$ cat src/rtl/counter_ud_mod.sv
// Up/down counter with programmable modulus, variable step, wrap or saturate handling and event pulses.
// Define COUNTER_UD_MOD_WRAPCNT_EN to build the wrap-event counter; otherwise wrap_cnt is tied to 0.
module counter_ud_mod #(
   parameter int WIDTH     = 8,
   parameter int MAX_VAL   = 2**WIDTH-1,
   parameter int STEP_W    = 4,
   parameter int WRAPCNT_W = 8
) (
   input  logic                 clk,
   input  logic                 rst,
   input  logic                 en,
   input  logic                 load_en,
   input  logic [WIDTH-1:0]     load,
   input  logic                 down,
   input  logic [STEP_W-1:0]    step,
   input  logic                 sat_mode,
   output logic [WIDTH-1:0]     count,
   output logic                 at_max,
   output logic                 at_min,
   output logic                 wrap,
   output logic                 sat,
   output logic [WRAPCNT_W-1:0] wrap_cnt
);

   localparam logic [WIDTH:0]   MAX_EXT = (WIDTH+1)'(MAX_VAL);
   localparam logic [WIDTH:0]   MOD_EXT = MAX_EXT + 1'b1;
   localparam logic [WIDTH-1:0] MAX_CNT = MAX_EXT[WIDTH-1:0];

   // A step larger than the modulus would need more than one correction per update.
   if (MAX_VAL < 1 || MAX_VAL > 2**WIDTH-1) begin : g_bad_max
      $error("counter_ud_mod: MAX_VAL out of range");
   end
   if (2**STEP_W-1 > MAX_VAL+1) begin : g_bad_step
      $error("counter_ud_mod: STEP_W too wide for MAX_VAL");
   end

   logic [WIDTH:0] count_ext;
   logic [WIDTH:0] step_ext;
   logic [WIDTH:0] next_ext;
   logic           next_wrap;
   logic           next_sat;

   assign count_ext = {1'b0, count};
   assign step_ext  = (WIDTH+1)'(step);

   // Next value of an enabled, non-zero step, evaluated one bit wider than the count.
   always_comb begin
      next_ext  = count_ext;
      next_wrap = 1'b0;
      next_sat  = 1'b0;
      if (!down) begin
         if (count_ext + step_ext <= MAX_EXT) begin
            next_ext = count_ext + step_ext;
         end else if (sat_mode) begin
            next_ext = MAX_EXT;
            next_sat = 1'b1;
         end else begin
            next_ext  = count_ext + step_ext - MOD_EXT;
            next_wrap = 1'b1;
         end
      end else begin
         if (step_ext <= count_ext) begin
            next_ext = count_ext - step_ext;
         end else if (sat_mode) begin
            next_ext = '0;
            next_sat = 1'b1;
         end else begin
            next_ext  = count_ext + MOD_EXT - step_ext;
            next_wrap = 1'b1;
         end
      end
   end

   always_ff @(posedge clk) begin
      if (rst) begin
         count <= '0;
         wrap  <= 1'b0;
         sat   <= 1'b0;
      end else if (load_en) begin
         count <= (load > MAX_CNT) ? MAX_CNT : load;
         wrap  <= 1'b0;
         sat   <= 1'b0;
      end else if (en && step != '0) begin
         count <= next_ext[WIDTH-1:0];
         wrap  <= next_wrap;
         sat   <= next_sat;
      end else begin
         wrap  <= 1'b0;
         sat   <= 1'b0;
      end
   end

   assign at_max = (count == MAX_CNT);
   assign at_min = (count == '0);

`ifdef COUNTER_UD_MOD_WRAPCNT_EN
   // Counts wrap events and sticks at all-ones rather than rolling over.
   always_ff @(posedge clk) begin
      if (rst || load_en) begin
         wrap_cnt <= '0;
      end else if (en && step != '0 && next_wrap && wrap_cnt != '1) begin
         wrap_cnt <= wrap_cnt + 1'b1;
      end
   end
`else
   assign wrap_cnt = '0;
`endif

endmodule
$ cat config.mk
export PLATFORM = sky130hd
export DESIGN_NAME = counter_ud_mod
export DESIGN_NICKNAME = d
export VERILOG_FILES = /design/src/rtl/counter_ud_mod.sv
export SDC_FILE = /design/constraint.sdc
export NUM_CORES = 1
export LEC_CHECK = 0
export BUFFER_PORTS_ARGS = -buffer_cell sky130_fd_sc_hd__buf_2
export CORE_MARGIN = 4
export CORE_UTILIZATION = 55
export DETAILED_ROUTE_END_ITERATION = 8
export GPL_TIMING_DRIVEN = 0
export PLACE_DENSITY = 0.85
export REMOVE_ABC_BUFFERS = 1
export SLEW_MARGIN = 10
export SYNTH_ARGS = -nofsm -noshare
export SYNTH_HDL_FRONTEND = slang
export SYNTH_SLANG_ARGS = --single-unit
$ cat constraint.sdc
create_clock -name clk -period 4.6 [get_ports clk]
set_input_delay 0 -clock clk [delete_from_list [all_inputs] [get_ports clk]]
set_output_delay 0 -clock clk [all_outputs]
set_load 0.005 [all_outputs]
After elaboration in Yosys (flattened, before gate mapping):

Index checks and enable logic that the tools add are counted.

* mux-type cells: 16
* reduce and logical (&&, ||, !) cells: 5
* equality and inequality tests: 1
* add/sub/neg operators: 5
* $lt $le $gt $ge: 3
* bitwise logic cells: 1

Operators with widths (number)
* 8-bit two-way mux: 8
* 8-bit by 4-bit subtractor with 8-bit output: 2
* 8-bit by 4-bit adder with 9-bit output: 1
* 9-bit by 8-bit less-or-equal comparator with 1-bit output (second input constant): 1
* 8-bit by 1-bit adder with 8-bit output (second input constant): 1
* 8-bit equality test (second input constant): 1
* 8-bit > comparator (second input constant): 1
* 4-bit by 8-bit less-or-equal comparator with 1-bit output: 1
* 8-bit zero test: 1
* 1-bit two-way mux: 8
* 8-bit by 1-bit subtractor with 8-bit output (second input constant): 1
* 4-bit nonzero test: 1
* 3-bit OR reduction: 1
* 2-bit nonzero test: 1
* 1-bit logical AND: 1
* 1-bit NOT: 1

* output and inout bits: 20
* bits of input ports: 18
* register bits after elaboration: 10
* logic and storage cells: 34

Longest topological paths before layout:

* word-level depth: 7
* depth in mapped cells: 8

Worst setup path before layout:

No wires, ideal clock.

* path type: register to register
* start point: register count[1]
* end point: register count[5]
* arrival: 1.806 ns
* path slack: 2.717 ns
* stages on the path, launching flop included: 7
* clock period less this slack: 1.883 ns
* path through: dfxtp_1 > ha_1 > nor2b_4 > o31a_4 > or4_1 > a21o_1 > a41oi_2

* longest elaborated chain between the ends: 7

Ends and longest elaborated chain
* start: declaration: RTL line 17 `output logic [WIDTH-1:0] count,`
* start signal: assignment: RTL line 80 `count <= (load > MAX_CNT) ? MAX_CNT : load;`
* start signal: assignment: RTL line 84 `count <= next_ext[WIDTH-1:0];`
* 8-bit by 4-bit adder with 9-bit output or 8-bit by 1-bit adder with 8-bit output (tied branches): RTL line 53, 58, 68
* 8-bit by 1-bit subtractor with 8-bit output or 8-bit by 4-bit subtractor with 8-bit output (tied branches): RTL line 58, 68
* 8-bit two-way mux (on tied branches): RTL line 54, 64
* 8-bit two-way mux (on tied branches): RTL line 52, 62
* 8-bit two-way mux (*): RTL line 51 `if (!down) begin`
* 8-bit two-way mux (*): RTL line 83 `end else if (en && step != '0) begin`
* 8-bit two-way mux (*): RTL line 79 `end else if (load_en) begin`

Every way passes the cells marked *; elsewhere a longest branch is shown, timed or not. The select of a mux whose other input is x is not followed.
A chain may end at the register's enable or synchronous reset.

Worst setup path after layout:

* start point: register count[3]
* end point: register count[1]

* longest elaborated chain between the ends: 6

Ends and longest elaborated chain
* 8-bit by 4-bit adder with 9-bit output
* 9-bit by 8-bit less-or-equal comparator with 1-bit output: RTL line 52 `if (count_ext + step_ext <= MAX_EXT) begin`
* 8-bit two-way mux: RTL line 52
* 8-bit two-way mux (*): RTL line 51
* 8-bit two-way mux (*): RTL line 83
* 8-bit two-way mux (*): RTL line 79

Marked as above.

==> flow_summary.toml <==
[outcome]
status = "complete, no violations"

[sta]
grt_setup_unrepaired = "no"
finalCritPeriodShare = 0.471
finalClockSkew_ns = 0.00784
fin_tns_setup_ns = 0
slew_headroom = 0.616
maxSlewViolCount = 0
post-route-min-period_ns = 2.17
hold_viol = 0
tightest_slew_ns = 0.575
max_freq_mhz = 461
final-setup-viol-count = 0

[die]
rows = 16
core_area_sq_um = 2020
die_h_um = 55.0
fp.dieW_um = 55.0
io_pins = 38
dieArea_sq_um = 3030
initial_core_util = 0.602

[yosys]
seq_area_frac_synth = 0.164
synth.cell_area_sq_um = 1220
synth_top_cell_by_area = "dfxtp_1"
synth.distinct_cells = 54
ys_warn_count = 0
yosysMostFrequentCell = "inv_1"
postSynthCellCount = 156
synthFlopType = "dfxtp_1"
avgSynthCellArea_sq_um = 7.80
synth_area_leaders = "dfxtp_1, ha_1, buf_4"
ys_top_cells_by_count = "inv_1, nor2_1, o21ai_0"
synth_top_area_frac = 0.164
ys_ff_latch = 10
synth-edff-count = 0
async_flop_share = 0

[route]
wl_um = 3250
wl_per_cell_um = 15.6
postRouteAntennaNets = 0
vias = 1256
drc_errors = 0
viasPerCell = 6.04
drt_pass1_iterations = 6
drtIter0Drc = 47

[pwr]
power.leakage_nw = 0.641
vdd.ir_drop.worst_mv = 0.202
power_density_nw_per_um2 = 243

[final_layout]
stdcell_area_sq_um = 1370
area_delta_synth_final_pct = 12.4
layout-drive-gt1-share = 0.249
antenna_cells = 0
layout.cells.non_filler = 208
nets = 210
fill_cells = 182

[clock_tree]
root_buffer = "clkbuf_4"
insertion_delay_ns = 0.28
post_cts_buffers = 0
clk_path_buf_depth = 2
cts_hold_buf = 2
clk_pin_slew_ns = 0.08
cts.repair.resized = 0
cts_sinks = 10
cts_tree = "built"
numCtsBuffers = 3
cts-htree-levels = 1

[placed_design]
place_congestion = 0.922
io_buffers = 29
place_inst = 202
dp_hpwl_um = 2430
post_dp_cell_area_sq_um = 1310

[worst_setup_path]
r2r-start = "count[3]$_SDFFE_PP0P_"
reg2reg_slack_ns = 2.43
cp-end-kind = "flop"
critPathLaunchType = "flop"
rr_worst_depth = 6
critPathKind = "reg -> reg"
critPathCapture = "count[1]$_SDFFE_PP0P_"
r2r-end = "count[1]$_SDFFE_PP0P_"
path_max_fanout = 10
cp-startpoint = "count[3]$_SDFFE_PP0P_"
crit_arrival_ns = 2.35
cp.required_ns = 4.78

[grt]
grt_pass1_vias = 1147
grtUsageTotal = 0.233
grt_pass1_wl_um = 5050
antenna_found_initial = 0
grt_max_degree = 16
overflow = 0

[min_path]
hp-class = "in -> reg"

[run]
drv_cap = 0
==> state kept, by name, summed over array words and instances, names as in the netlist <==
name,flops
wrap,1
sat,1
count,8
==> per-stage QoR <==
stage	power [W]	setup slack [ns]	utilization	hold slack [ns]
after global routing	0.000348	2.37	0.677	0.0416
after detailed placement	0.000245	2.52	0.649	0.235
final	0.000333	2.43	0.677	0.0253
after floorplan	0.000202	2.72	-	0.0694
after global placement	0.000238	2.57	0.649	0.212
after CTS	0.000329	2.49	0.677	0.0210
==> final cells by class <==
| cell class | instances | area, sq um | area share |
|---|---|---|---|
| Inverter | 14 | 52.6 | 0.0384 |
| Tap cell | 27 | 33.8 | 0.0247 |
| Timing Repair Buffer | 31 | 165 | 0.121 |
| Clock buffer | 4 | 36.3 | 0.0265 |
| Sequential cell | 10 | 200 | 0.146 |
| Multi-Input combinational cell | 122 | 881 | 0.644 |
==> power breakdown <==
part	internal (W)	leakage, nW	switching [W]
Combinational	0.0000620	0.537	0.0000747
Clock	0.0000483	0.0210	0.0000362
Sequential	0.0000933	0.0827	0.0000182
==> cell families after synthesis <==
group	count (synthesis)	share of synthesized area
AOI/OAI and AO/OA	48	0.294
DFF	10	0.164
other	1	0.00308
adders and majority gates	10	0.115
and+or+nand+nor	50	0.246
xor gates and xnor gates	5	0.0360
muxes	1	0.00822
buffers and inverters	31	0.134
==> critical path, stage by stage (launching register included) <==
cell,delay [ns]
dfxtp_1,0.38
ha_1,0.50
nor2b_2,0.32
a2111oi_4,0.10
nor2_1,0.38
o221ai_1,0.23
o211a_1,0.16
==> per-layer routing <==
metal,track usage,wire length (um),vias to the layer above
li1,-,-,591
met1,0.275,1340,573
met2,0.384,1490,77
met3,0.0617,319,15
met4,0.126,105,0
met5,0,0,-
==> worst min path at each step <==
stage / startpoint / to / slack (ns) / depth (start not counted)
after floorplan: rst / count[0]$_SDFFE_PP0P_ / 0.07 / 1
after global placement: sat_mode / wrap$_SDFF_PP0_ / 0.21 / 2
final: rst / count[0]$_SDFFE_PP0P_ / 0.03 / 2
after detailed placement: sat_mode / wrap$_SDFF_PP0_ / 0.23 / 2
after CTS: rst / count[0]$_SDFFE_PP0P_ / 0.02 / 2
after global routing: rst / count[0]$_SDFFE_PP0P_ / 0.04 / 2
==> cell usage in the layout (no fill, tap or decap), types with 3 or more instances in the layout <==
| cell | synthesis | routed |
|---|---|---|
| buf_2 | 4 | 29 |
| inv_1 | 14 | 14 |
| nor2_1 | 12 | 12 |
| o21ai_0 | 11 | 11 |
| a21oi_1 | 10 | 10 |
| dfxtp_1 | 10 | 10 |
| ha_1 | 8 | 8 |
| conb_1 | 1 | 8 |
| nand2_1 | 7 | 7 |
| nand2b_1 | 5 | 5 |
| nand4_1 | 4 | 4 |
| a31oi_1 | 4 | 4 |
| o31ai_1 | 3 | 3 |
| nand3_1 | 3 | 3 |
| xnor2_1 | 3 | 3 |
| clkbuf_4 | 0 | 3 |
Power figures use the tool's default switching activity.
